$ cat src/rtl/chip8_pkg.sv
// Shared CHIP-8 constants: bus widths, memory-arbiter state encoding and requester IDs.
package chip8_pkg;

   localparam int CHIP8_ADDR_W = 12;
   localparam int CHIP8_DATA_W = 8;

   localparam logic [1:0] MEMARB_IDLE   = 2'd0;
   localparam logic [1:0] MEMARB_CPU_RD = 2'd1;
   localparam logic [1:0] MEMARB_GPU_RD = 2'd2;
   localparam logic [1:0] MEMARB_CPU_WR = 2'd3;

   localparam logic REQ_CPU = 1'b0;
   localparam logic REQ_GPU = 1'b1;

   typedef enum logic [1:0] {
      ST_IDLE   = MEMARB_IDLE,
      ST_CPU_RD = MEMARB_CPU_RD,
      ST_GPU_RD = MEMARB_GPU_RD,
      ST_CPU_WR = MEMARB_CPU_WR
   } memarb_state_e;

endpackage

$ cat src/rtl/mem_arbiter.sv
// CPU/GPU arbiter for the single-ported CHIP-8 memory; one transaction in flight, registered outputs.
// MEM_ARB_CPU_PRIORITY_EN selects fixed CPU priority instead of round-robin.
module mem_arbiter
   import chip8_pkg::*;
#(
   parameter int ADDR_W = CHIP8_ADDR_W,
   parameter int DATA_W = CHIP8_DATA_W
) (
   input  logic              clk,
   input  logic              rst,
   input  logic              cpu_read,
   input  logic [ADDR_W-1:0] cpu_read_addr,
   output logic [DATA_W-1:0] cpu_read_data,
   output logic              cpu_read_ack,
   input  logic              cpu_write,
   input  logic [ADDR_W-1:0] cpu_write_addr,
   input  logic [DATA_W-1:0] cpu_write_data,
   output logic              cpu_write_ack,
   input  logic              gpu_read,
   input  logic [ADDR_W-1:0] gpu_read_addr,
   output logic [DATA_W-1:0] gpu_read_data,
   output logic              gpu_read_ack,
   output logic              mem_read,
   output logic [ADDR_W-1:0] mem_read_addr,
   input  logic [DATA_W-1:0] mem_read_data,
   input  logic              mem_read_ack,
   output logic              mem_write,
   output logic [ADDR_W-1:0] mem_write_addr,
   output logic [DATA_W-1:0] mem_write_data
);

   memarb_state_e     state_q, state_d;
   logic              last_grant_q, last_grant_d;
   logic              mem_read_q, mem_read_d;
   logic [ADDR_W-1:0] mem_read_addr_q, mem_read_addr_d;
   logic              mem_write_q, mem_write_d;
   logic [ADDR_W-1:0] mem_write_addr_q, mem_write_addr_d;
   logic [DATA_W-1:0] mem_write_data_q, mem_write_data_d;
   logic [DATA_W-1:0] cpu_read_data_q, cpu_read_data_d;
   logic              cpu_read_ack_q, cpu_read_ack_d;
   logic              cpu_write_ack_q, cpu_write_ack_d;
   logic [DATA_W-1:0] gpu_read_data_q, gpu_read_data_d;
   logic              gpu_read_ack_q, gpu_read_ack_d;

   logic cpu_req;
   logic gpu_req;
   logic grant_valid;
   logic grant_id;

   // A requester whose ack is visible this cycle may still be holding its request; ignore it.
   always_comb begin
      cpu_req     = (cpu_read | cpu_write) & ~(cpu_read_ack_q | cpu_write_ack_q);
      gpu_req     = gpu_read & ~gpu_read_ack_q;
      grant_valid = cpu_req | gpu_req;
      grant_id    = REQ_CPU;
      if (cpu_req && gpu_req) begin
`ifdef MEM_ARB_CPU_PRIORITY_EN
         grant_id = REQ_CPU;
`else
         grant_id = (last_grant_q == REQ_GPU) ? REQ_CPU : REQ_GPU;
`endif
      end else if (gpu_req) begin
         grant_id = REQ_GPU;
      end
   end

   always_comb begin
      state_d          = state_q;
      last_grant_d     = last_grant_q;
      mem_read_d       = mem_read_q;
      mem_read_addr_d  = mem_read_addr_q;
      mem_write_d      = 1'b0;
      mem_write_addr_d = mem_write_addr_q;
      mem_write_data_d = mem_write_data_q;
      cpu_read_data_d  = cpu_read_data_q;
      cpu_read_ack_d   = 1'b0;
      cpu_write_ack_d  = 1'b0;
      gpu_read_data_d  = gpu_read_data_q;
      gpu_read_ack_d   = 1'b0;

      case (state_q)
         ST_IDLE: begin
            if (grant_valid) begin
               last_grant_d = grant_id;
               if (grant_id == REQ_GPU) begin
                  state_d         = ST_GPU_RD;
                  mem_read_d      = 1'b1;
                  mem_read_addr_d = gpu_read_addr;
               end else if (cpu_read) begin
                  state_d         = ST_CPU_RD;
                  mem_read_d      = 1'b1;
                  mem_read_addr_d = cpu_read_addr;
               end else begin
                  // Writes complete in one strobe, so the ack goes out alongside it.
                  state_d          = ST_CPU_WR;
                  mem_write_d      = 1'b1;
                  mem_write_addr_d = cpu_write_addr;
                  mem_write_data_d = cpu_write_data;
                  cpu_write_ack_d  = 1'b1;
               end
            end
         end
         ST_CPU_RD: begin
            if (mem_read_ack) begin
               state_d         = ST_IDLE;
               mem_read_d      = 1'b0;
               cpu_read_data_d = mem_read_data;
               cpu_read_ack_d  = 1'b1;
            end
         end
         ST_GPU_RD: begin
            if (mem_read_ack) begin
               state_d         = ST_IDLE;
               mem_read_d      = 1'b0;
               gpu_read_data_d = mem_read_data;
               gpu_read_ack_d  = 1'b1;
            end
         end
         ST_CPU_WR: begin
            state_d = ST_IDLE;
         end
         default: begin
            state_d = ST_IDLE;
         end
      endcase
   end

   always_ff @(posedge clk or posedge rst) begin
      if (rst) begin
         state_q          <= ST_IDLE;
         last_grant_q     <= REQ_GPU;
         mem_read_q       <= 1'b0;
         mem_read_addr_q  <= '0;
         mem_write_q      <= 1'b0;
         mem_write_addr_q <= '0;
         mem_write_data_q <= '0;
         cpu_read_data_q  <= '0;
         cpu_read_ack_q   <= 1'b0;
         cpu_write_ack_q  <= 1'b0;
         gpu_read_data_q  <= '0;
         gpu_read_ack_q   <= 1'b0;
      end else begin
         state_q          <= state_d;
         last_grant_q     <= last_grant_d;
         mem_read_q       <= mem_read_d;
         mem_read_addr_q  <= mem_read_addr_d;
         mem_write_q      <= mem_write_d;
         mem_write_addr_q <= mem_write_addr_d;
         mem_write_data_q <= mem_write_data_d;
         cpu_read_data_q  <= cpu_read_data_d;
         cpu_read_ack_q   <= cpu_read_ack_d;
         cpu_write_ack_q  <= cpu_write_ack_d;
         gpu_read_data_q  <= gpu_read_data_d;
         gpu_read_ack_q   <= gpu_read_ack_d;
      end
   end

   assign cpu_read_data  = cpu_read_data_q;
   assign cpu_read_ack   = cpu_read_ack_q;
   assign cpu_write_ack  = cpu_write_ack_q;
   assign gpu_read_data  = gpu_read_data_q;
   assign gpu_read_ack   = gpu_read_ack_q;
   assign mem_read       = mem_read_q;
   assign mem_read_addr  = mem_read_addr_q;
   assign mem_write      = mem_write_q;
   assign mem_write_addr = mem_write_addr_q;
   assign mem_write_data = mem_write_data_q;

endmodule

$ cat config.mk
export PLATFORM = sky130hd
export DESIGN_NAME = mem_arbiter
export DESIGN_NICKNAME = d
export VERILOG_FILES = /design/src/rtl/chip8_pkg.sv /design/src/rtl/mem_arbiter.sv
export SDC_FILE = /design/constraint.sdc
export NUM_CORES = 1
export LEC_CHECK = 0
export ABC_CLOCK_PERIOD_IN_PS = 1970
export CELL_PAD_IN_SITES_DETAIL_PLACEMENT = 1
export CELL_PAD_IN_SITES_GLOBAL_PLACEMENT = 1
export CORE_ASPECT_RATIO = 1.4
export CORE_MARGIN = 3
export CORE_UTILIZATION = 48
export CTS_BUF_LIST = sky130_fd_sc_hd__clkbuf_16
export CTS_CLUSTER_SIZE = 20
export DETAILED_ROUTE_END_ITERATION = 16
export DONT_BUFFER_PORTS = 1
export GPL_TIMING_DRIVEN = 0
export HOLD_SLACK_MARGIN = 0.15
export PLACE_DENSITY_LB_ADDON = 0.1
export SLEW_MARGIN = 10
export SYNTH_ARGS = -nofsm -noshare
export SYNTH_HDL_FRONTEND = slang
export SYNTH_SLANG_ARGS = --single-unit
$ cat constraint.sdc
create_clock -name clk -period 1.97 [get_ports clk]
set_input_delay 0.197 -clock clk [delete_from_list [all_inputs] [get_ports clk]]
set_output_delay 0.197 -clock clk [all_outputs]
set_load 0.01 [all_outputs]
==> results_dict.tcl, run 1 <==
set metrics [dict create \
    outcome "finished clean" \
    grt_overflow 0 \
    drive_gt1_frac 0.333 \
    path_max_fanout 10 \
    synth_area_leaders "dfrtp_1 55%, mux2_4 12%, mux2_2 8.3%" \
    pin_count 111 \
    power_w 0.00514 \
    grt_max_degree 37 \
    gp_congestion 0.807 \
    rows 30 \
    viasPerCell 5.81 \
    wl_mm 6.68 \
    synth_most_common_cell "dfrtp_1" \
    placed_area_mm2 0.00254 \
    slew_headroom 0.684 \
    yosysTopAreaCell "dfrtp_1" \
    vias 1632 \
    path_clk_slew_ps 70 \
    synth.distinct_cells 32 \
    cts_setup_buffers 0 \
    drc 0 \
    cp-end-kind "flip-flop" \
    port_buffers 0 \
    cts_sinks 55 \
    synthFlopType "dfrtp_1" \
    syn_nets 227 \
    drv_slew 0 \
    die_h_um 90.3 \
    crit_family "compound AO/OA/AOI/OAI gates" \
    numCtsBuffers 5 \
    routedWlPerCell_um 23.8 \
    yosysWarnings 0 \
    hold_viol 0 \
    clk_latency_ps 290 \
    area_growth_pct 28.6 \
    reg2reg_from "state_q[1]" \
    track_usage 0.231 \
    start_kind "flip-flop" \
    cts_root_buffer "clkbuf_16" \
    ir_worst_vdd_uv 856 \
    path_class "reg -> reg" \
    clock_path_buffers 2 \
    crit_path_start "state_q[1]" \
    first_global_vias 1842 \
    crit_slowest_cell "dfrtp_1" \
    async_flop_share 1.00 \
    cts_tree "built" \
    cap_violations 0 \
    antenna_found_initial 1 \
    stdcell_area_mm2 0.00314 \
    setup_violations 0 \
    yosysSeqAreaShare 0.565 \
    fin_nets 277 \
    netlist_area_mm2 0.00244 \
    period_needed_ps 1770 \
    avgSynthCellArea_um2 14.8 \
    ant_nets 0 \
    crit_chain "inv_1 > ha_2 > and3_1 > o21ai_0 > buf_2 > o221a_2" \
    path_buf_inv 2 \
    die_area_mm2 0.00598 \
    core_area_mm2 0.00488 \
    dr.first_iter.drc_count 121 \
    p_leak_nw 1.41 \
    cpPeakStageDelay_ps 390 \
    synth_edf_count 0 \
    ys_seq_elements 55 \
    period_share 0.901 \
    htree_num_levels 2 \
    cellPowerDensity_mw_per_mm2 1640 \
    initial_utilization 0.500 \
    worst_pin_slew_ps 474 \
    fmax_mhz 564 \
    drt_pass1_iterations 4 \
    holdCritStartpoint "mem_read_ack" \
    cp.arrival_ps 1950 \
    pre_cts_ws_ps 183 \
    synth_top_area_share 0.554 \
    rsz0062_at_grt "false" \
    finalClockSkew_ps 6.64 \
    postSynthCellCount 165 \
    crit_required_ps 2140 \
    whs_ps 167 \
    fp.dieW_um 66.2 \
    hold_path.class "in -> reg" \
    hpwl_mm 4.18 \
    grt_pass1_wl_mm 10.5 \
    synthTopCellsByCount "54 x dfrtp_1, 19 x mux2_4, 18 x mux2_2" \
    setup_slack_ps 195 \
]
-- worst reg2reg max path, stage by stage (launching register included) --
cell     delay [ps]
dfrtp_1         390
inv_1           130
ha_2            250
and3_1          190
o21ai_0         160
buf_2           240
o221a_2         300
-- worst paths after layout --
path                                     end  slack (ps)  cells past startpoint
min in group asynchronous  mem_write_data[2]         390                      2
hold / removal                    state_q[1]         170                      2
setup reg to reg            mem_read_addr[8]         200                      6
setup / recovery            mem_read_addr[8]         200                      6
hold reg to reg                   state_q[0]         560                      1
max in group asynchronous       last_grant_q         960                      3
-- through the flow --
stage | util | cells | TNS [ps]
2_1_floorplan | - | 165 | 0
3_3_place_gp | 0.516 | 229 | -1870
3_5_place_dp | 0.520 | 230 | 0
4_1_cts | 0.642 | 280 | 0
5_1_grt | 0.643 | 281 | 0
6_report | 0.643 | 281 | 0
-- placed cells by master, fill, tap and decap left out, drive strengths merged, types with 2 or more instances in the layout --
| master | count |
|---|---|
| dfrtp | 54 |
| inv | 9 |
| a21oi | 2 |
| o221a | 12 |
| a211o | 12 |
| nor2 | 2 |
| nand2 | 5 |
| and2 | 2 |
| o211ai | 2 |
| mux2 | 37 |
| ha | 4 |
| dlygate4sd3 | 42 |
| buf | 9 |
| o21ai | 2 |
| clkbuf | 7 |
-- sequential cells by signal (all words and copies together), names as in the netlist, 2 cells and up --
name	count
mem_read_addr	12
mem_write_addr	12
cpu_read_data	8
gpu_read_data	8
mem_write_data	8
state_q	2
-- what timing repair did --
| item | CTS | global route |
|---|---|---|
| hold buffers | 42 | 0 |
| resized for setup | 0 | 1 |
| endpoints found under the setup margin | 0 | 1 |
| hold endpoints to repair | 68 | 0 |
-- report_power, final --
part           leakage [nW]  switching [W]  total [W]  internal, W
Clock                0.0844       0.000402    0.00101     0.000607
Combinational         0.686       0.000751    0.00174     0.000990
Sequential            0.644       0.000695    0.00239      0.00170
-- cell families after synthesis --
family                     synth area share
DFF                                   0.565
muxes                                 0.204
AOI/OAI and AO/OA                     0.138
buffers and inverters                0.0431
and+or+nand+nor                      0.0298
adders and majority gates            0.0205
-- area by class of cell --
type                            instances  area (um2)
Inverter                                8        30.0
Fill cell                             456        1740
Antenna cell                            1        2.50
Tap cell                               64        80.1
Timing Repair Buffer                   43         440
Clock buffer                            5         125
Buffer                                 10        75.1
Multi-Input combinational cell         92         958
Clock inverter                          3        47.5
Sequential cell                        55        1380
-- per-layer routing --
layer  GRT usage  vias up  wire, um
met2       0.403       79      3710
met1       0.259      846      2290
met3      0.0847        5       631
li1            -      702         -
met5           0        -         0
met4      0.0627        0        46
Power figures use the tool's default switching activity.
==> inputs of run 2 (changes only) <==
Settings changed: CORE_ASPECT_RATIO 1.4 to 0.7.
==> run 2 against run 1 <==
  * Non-clock buffer count is the same
  * Combinational power is essentially flat
  * Sequential cell count is the same
  * Clock-buffer cell count is the same
  * First-iteration DRC count shrank 62%
  * Power shrank 1.1%
  * Worst setup slack gained 16 ps
  * Clock skew shrank 0.56 ps
  * Register-to-register slack gained 20 ps
  * Hold slack gained 4.6 ps
  * Die area is essentially flat
==> results_dict.tcl, run 2 (synthesis results as in run 1) <==
set metrics [dict create \
    outcome "finished clean" \
    reg2reg_from "state_q[1]" \
    drive_gt1_frac 0.324 \
    path_max_fanout 10 \
    fin_nets 277 \
    fillers 462 \
    busiest_layer "met2" \
    clk_latency_ps 290 \
    die_area_mm2 0.00599 \
    crit_required_ps 2140 \
    rows 21 \
    htree_num_levels 2 \
    cp.arrival_ps 1930 \
    grt_overflow 0 \
    use_met1 0.278 \
    rsz0062_at_grt "false" \
    ir_worst_vdd_uv 673 \
    hold_viol 0 \
    area_growth_pct 28.5 \
    final_cell_mix "54 x dfrtp_1, 42 x dlygate4sd3_1, 19 x mux2_4, 18 x mux2_2" \
    layout_commonest_cell "dfrtp_1" \
    period_share 0.893 \
    fp.dieW_um 91.2 \
    dr.first_iter.drc_count 46 \
    r2r_slack_ps 210 \
    placed_area_mm2 0.00254 \
    viasPerCell 5.59 \
    routedWlPerCell_um 22.1 \
    fmax_mhz 569 \
    stdcell_area_mm2 0.00313 \
    pre_cts_ws_ps 239 \
    core_area_mm2 0.00483 \
    grt_max_degree 39 \
    rr_endpoint "mem_read_addr[2]" \
    first_global_vias 1766 \
    ant_nets 0 \
    die_h_um 65.6 \
    cap_violations 0 \
    cts_root_buffer "clkbuf_16" \
    cts_resized 0 \
    clock_path_buffers 2 \
    drc 0 \
    gp_congestion 0.786 \
    period_needed_ps 1760 \
    hold_path.class "in -> reg" \
    multi_input_area_um2 956 \
    antenna_cells 0 \
    cts_setup_buffers 0 \
    reg2regPathDepth 6 \
    path_class "reg -> reg" \
    setup_slack_ps 212 \
    finalClockSkew_ps 6.08 \
    cp-end-kind "flip-flop" \
    port_buffers 0 \
    vias 1594 \
    crit_path_start "state_q[1]" \
    gr-usage-met2 0.368 \
    track_usage 0.220 \
    drv_slew 0 \
    power_w 0.00508 \
    setup.worst_path.end "mem_read_addr[2]" \
    cts_tree "built" \
    cts_sinks 55 \
    grtUsageMet3 0.0721 \
    wl_mm 6.30 \
    antenna_found_initial 0 \
    initial_utilization 0.504 \
    drt_pass1_iterations 4 \
    path_clk_slew_ps 70 \
    start_kind "flip-flop" \
    p_leak_nw 1.42 \
    worst_pin_slew_ps 460 \
    numCtsBuffers 5 \
    setup_violations 0 \
    cellPowerDensity_mw_per_mm2 1620 \
    grt_pass1_wl_mm 9.94 \
    hpwl_mm 4.05 \
    pin_count 111 \
    slew_headroom 0.693 \
    regArea_mm2 0.00138 \
]
## run 2: metrics by stage
stage / TNS [ps] / hold slack (ps) / utilization / instances
floorplan: 0 / 346 / - / 165
global placement: -973 / 347 / 0.522 / 234
detailed placement: 0 / 96.0 / 0.526 / 235
CTS: 0 / 155 / 0.648 / 285
global route: 0 / 176 / 0.648 / 285
finish: 0 / 172 / 0.648 / 285
## run 2: critical path, stage by stage, from the launching register on
cell and delay, ps:
dfrtp_1 380, inv_1 120, ha_1 250, and3_1 210
o21ai_0 150, buf_2 230, o221a_2 290
## run 2: layer usage
layer | up-vias | share of wire
met4 | 0 | 0.0094
met1 | 813 | 0.42
met3 | 6 | 0.083
met5 | - | 0
met2 | 68 | 0.48
li1 | 707 | -
## run 2: how the worst min path moves through the flow
stage                       startpoint  cells after the start            endpoint
floorplan            cpu_write_addr[0]                      1   mem_write_addr[0]
CTS                   gpu_read_addr[6]                      2    mem_read_addr[6]
finish                gpu_read_addr[8]                      2    mem_read_addr[8]
global route         gpu_read_addr[10]                      2   mem_read_addr[10]
global placement    cpu_write_addr[10]                      1  mem_write_addr[10]
detailed placement                 rst                      1   mem_write_data[4]
## run 2: report_power, final
group          internal, W  total (W)  switching [W]
registers          0.00170    0.00238       0.000683
logic             0.000985    0.00172       0.000737
clock network     0.000600   0.000981       0.000382
## run 2: timing repair
action / CTS / global route
setup endpoints to repair: 0 / 0
hold endpoints to repair: 91 / 0
hold buffers: 42 / 0
## run 2: final cells by class
type / count / area share
Buffer: 10 / 0.0240
Clock buffer: 5 / 0.0399
Clock inverter: 3 / 0.0136
Inverter: 8 / 0.00958
Multi-Input combinational cell: 92 / 0.305
Sequential cell: 55 / 0.440
Tap cell: 69 / 0.0276
Timing Repair Buffer: 43 / 0.141
==> inputs of run 3 (changes only) <==
Settings changed: RECOVER_POWER set to 100.
==> run 3 against run 2 <==
  * Non-clock buffer count unchanged
  * Combinational power is 12% lower
  * Via count is 0.31% higher
  * Clock-buffer cell count is the same
  * First-iteration DRC count rose by 15%
  * Hold slack about the same
  * Fmax decreased by 3.4%
  * Clock power hardly changed
  * Critical endpoint is now mem_read
  * Cell area fell by 2.9%
  * Largest power group unchanged
==> results_dict.tcl, run 3 (synthesis results as in run 1) <==
set metrics [dict create \
    utilization 0.629 \
    antenna_found_initial 0 \
    period_share 0.924 \
    path_max_fanout 10 \
    reg2regPathDepth 6 \
    cp-end-kind "flip-flop" \
    holdCritStartpoint "gpu_read_addr[8]" \
    pin_count 111 \
    drv_slew 0 \
    rsz0062_at_grt "false" \
    holdPathEnd "mem_read_addr[8]" \
    ant_nets 0 \
    fp.dieW_um 91.2 \
    p_leak_nw 1.33 \
    power_w 0.00487 \
    crit_required_ps 2140 \
    hold_viol 0 \
    grt_max_degree 39 \
    cp.arrival_ps 1990 \
    worst_pin_slew_ps 704 \
    vias 1599 \
    antenna_cells 0 \
    fin_nets 277 \
    die_h_um 65.6 \
    start_kind "flip-flop" \
    grt_pass1_wl_mm 9.94 \
    cts_setup_buffers 0 \
    crit_path_start "cpu_write_ack" \
    cts_sinks 55 \
    gp_congestion 0.786 \
    cap_violations 0 \
    viasPerCell 5.61 \
    reg2reg_from "cpu_write_ack" \
    cts_resized 0 \
    hold_path.class "in -> reg" \
    setup_violations 0 \
    postCtsHoldBufs 42 \
    track_usage 0.220 \
    slew_headroom 0.530 \
    whs_path_depth 2 \
    rr_endpoint "mem_read" \
    path_class "reg -> reg" \
    r2r_slack_ps 150 \
    core_area_mm2 0.00483 \
    initial_utilization 0.504 \
    port_buffers 0 \
    path_clk_slew_ps 70 \
    finalClockSkew_ps 6.60 \
    ir_worst_vdd_uv 671 \
    hpwl_mm 4.05 \
    finalSetupTns_ps 0 \
    cts_tree "built" \
    wl_mm 6.23 \
    htree_num_levels 2 \
    drive_gt1_frac 0.241 \
    clock_path_buffers 2 \
    routedWlPerCell_um 21.9 \
    period_needed_ps 1820 \
    cts_root_buffer "clkbuf_16" \
    grt_overflow 0 \
    outcome "finished clean" \
    drt_pass1_iterations 5 \
    numCtsBuffers 5 \
    fmax_mhz 549 \
    die_area_mm2 0.00599 \
    first_global_vias 1766 \
    dr.first_iter.drc_count 53 \
    final_cell_mix "54 x dfrtp_1, 42 x dlygate4sd3_1, 18 x mux2_2, 16 x mux2_1" \
    cellPowerDensity_mw_per_mm2 1600 \
    area_growth_pct 24.7 \
    drc 0 \
    rows 21 \
    layout_commonest_cell "dfrtp_1" \
    clk_latency_ps 290 \
]
## run 3: cell count changes in the layout (fill, tap and decap cells not counted), sizes merged
cell / previous run / this run
buf: 9 / 6
clkbuf: 7 / 10
## run 3: critical path, stage by stage (launching register included)
cell,delay (ps)
dfrtp_1,460
nor2_2,250
o21a_1,180
buf_6,130
clkbuf_2,250
o211ai_1,130
a221o_1,290
## run 3: worst max path at each step
stage,endpoint,depth (start not counted)
2_1_floorplan,mem_write_addr[0],6
3_3_place_gp,cpu_read_data[4],1
3_5_place_dp,mem_read_addr[2],6
4_1_cts,mem_read_addr[2],6
5_1_grt,mem_read_addr[2],6
6_report,mem_read,6
## run 3: per-stage QoR
stage	instances	hold slack [ps]	setup WS [ps]	instance area, um2
2_1_floorplan	165	346	424	2440
3_3_place_gp	234	347	-21.7	2520
3_5_place_dp	235	96.0	239	2540
4_1_cts	285	155	214	3130
5_1_grt	285	176	39.0	3040
6_report	285	172	150	3040
## run 3: where the power goes
| part | total, W | switching, W | internal (W) | leakage (nW) |
|---|---|---|---|---|
| Combinational | 0.00152 | 0.000708 | 0.000808 | 0.598 |
| Sequential | 0.00237 | 0.000675 | 0.00170 | 0.644 |
| Clock | 0.000980 | 0.000381 | 0.000600 | 0.0856 |
| Total | 0.00487 | 0.00176 | 0.00310 | 1.33 |
## run 3: final cells by class
class,count,area [um2]
clock buffers,5,125
repair buffers,43,428
flip-flops and latches,55,1380
clock inverters,3,42.5
multi-input cells,92,887
plain buffers,10,65.1
well taps,69,86.3
inverters,8,30.0
fillers,483,1790
## run 3: metal layers
metal | global-route usage | vias to the layer above | routed length [um]
met3 | 0.0721 | 6 | 497
li1 | - | 706 | -
met2 | 0.368 | 66 | 3050
met4 | 0.0620 | 0 | 53
met1 | 0.278 | 821 | 2630
met5 | 0 | - | 0
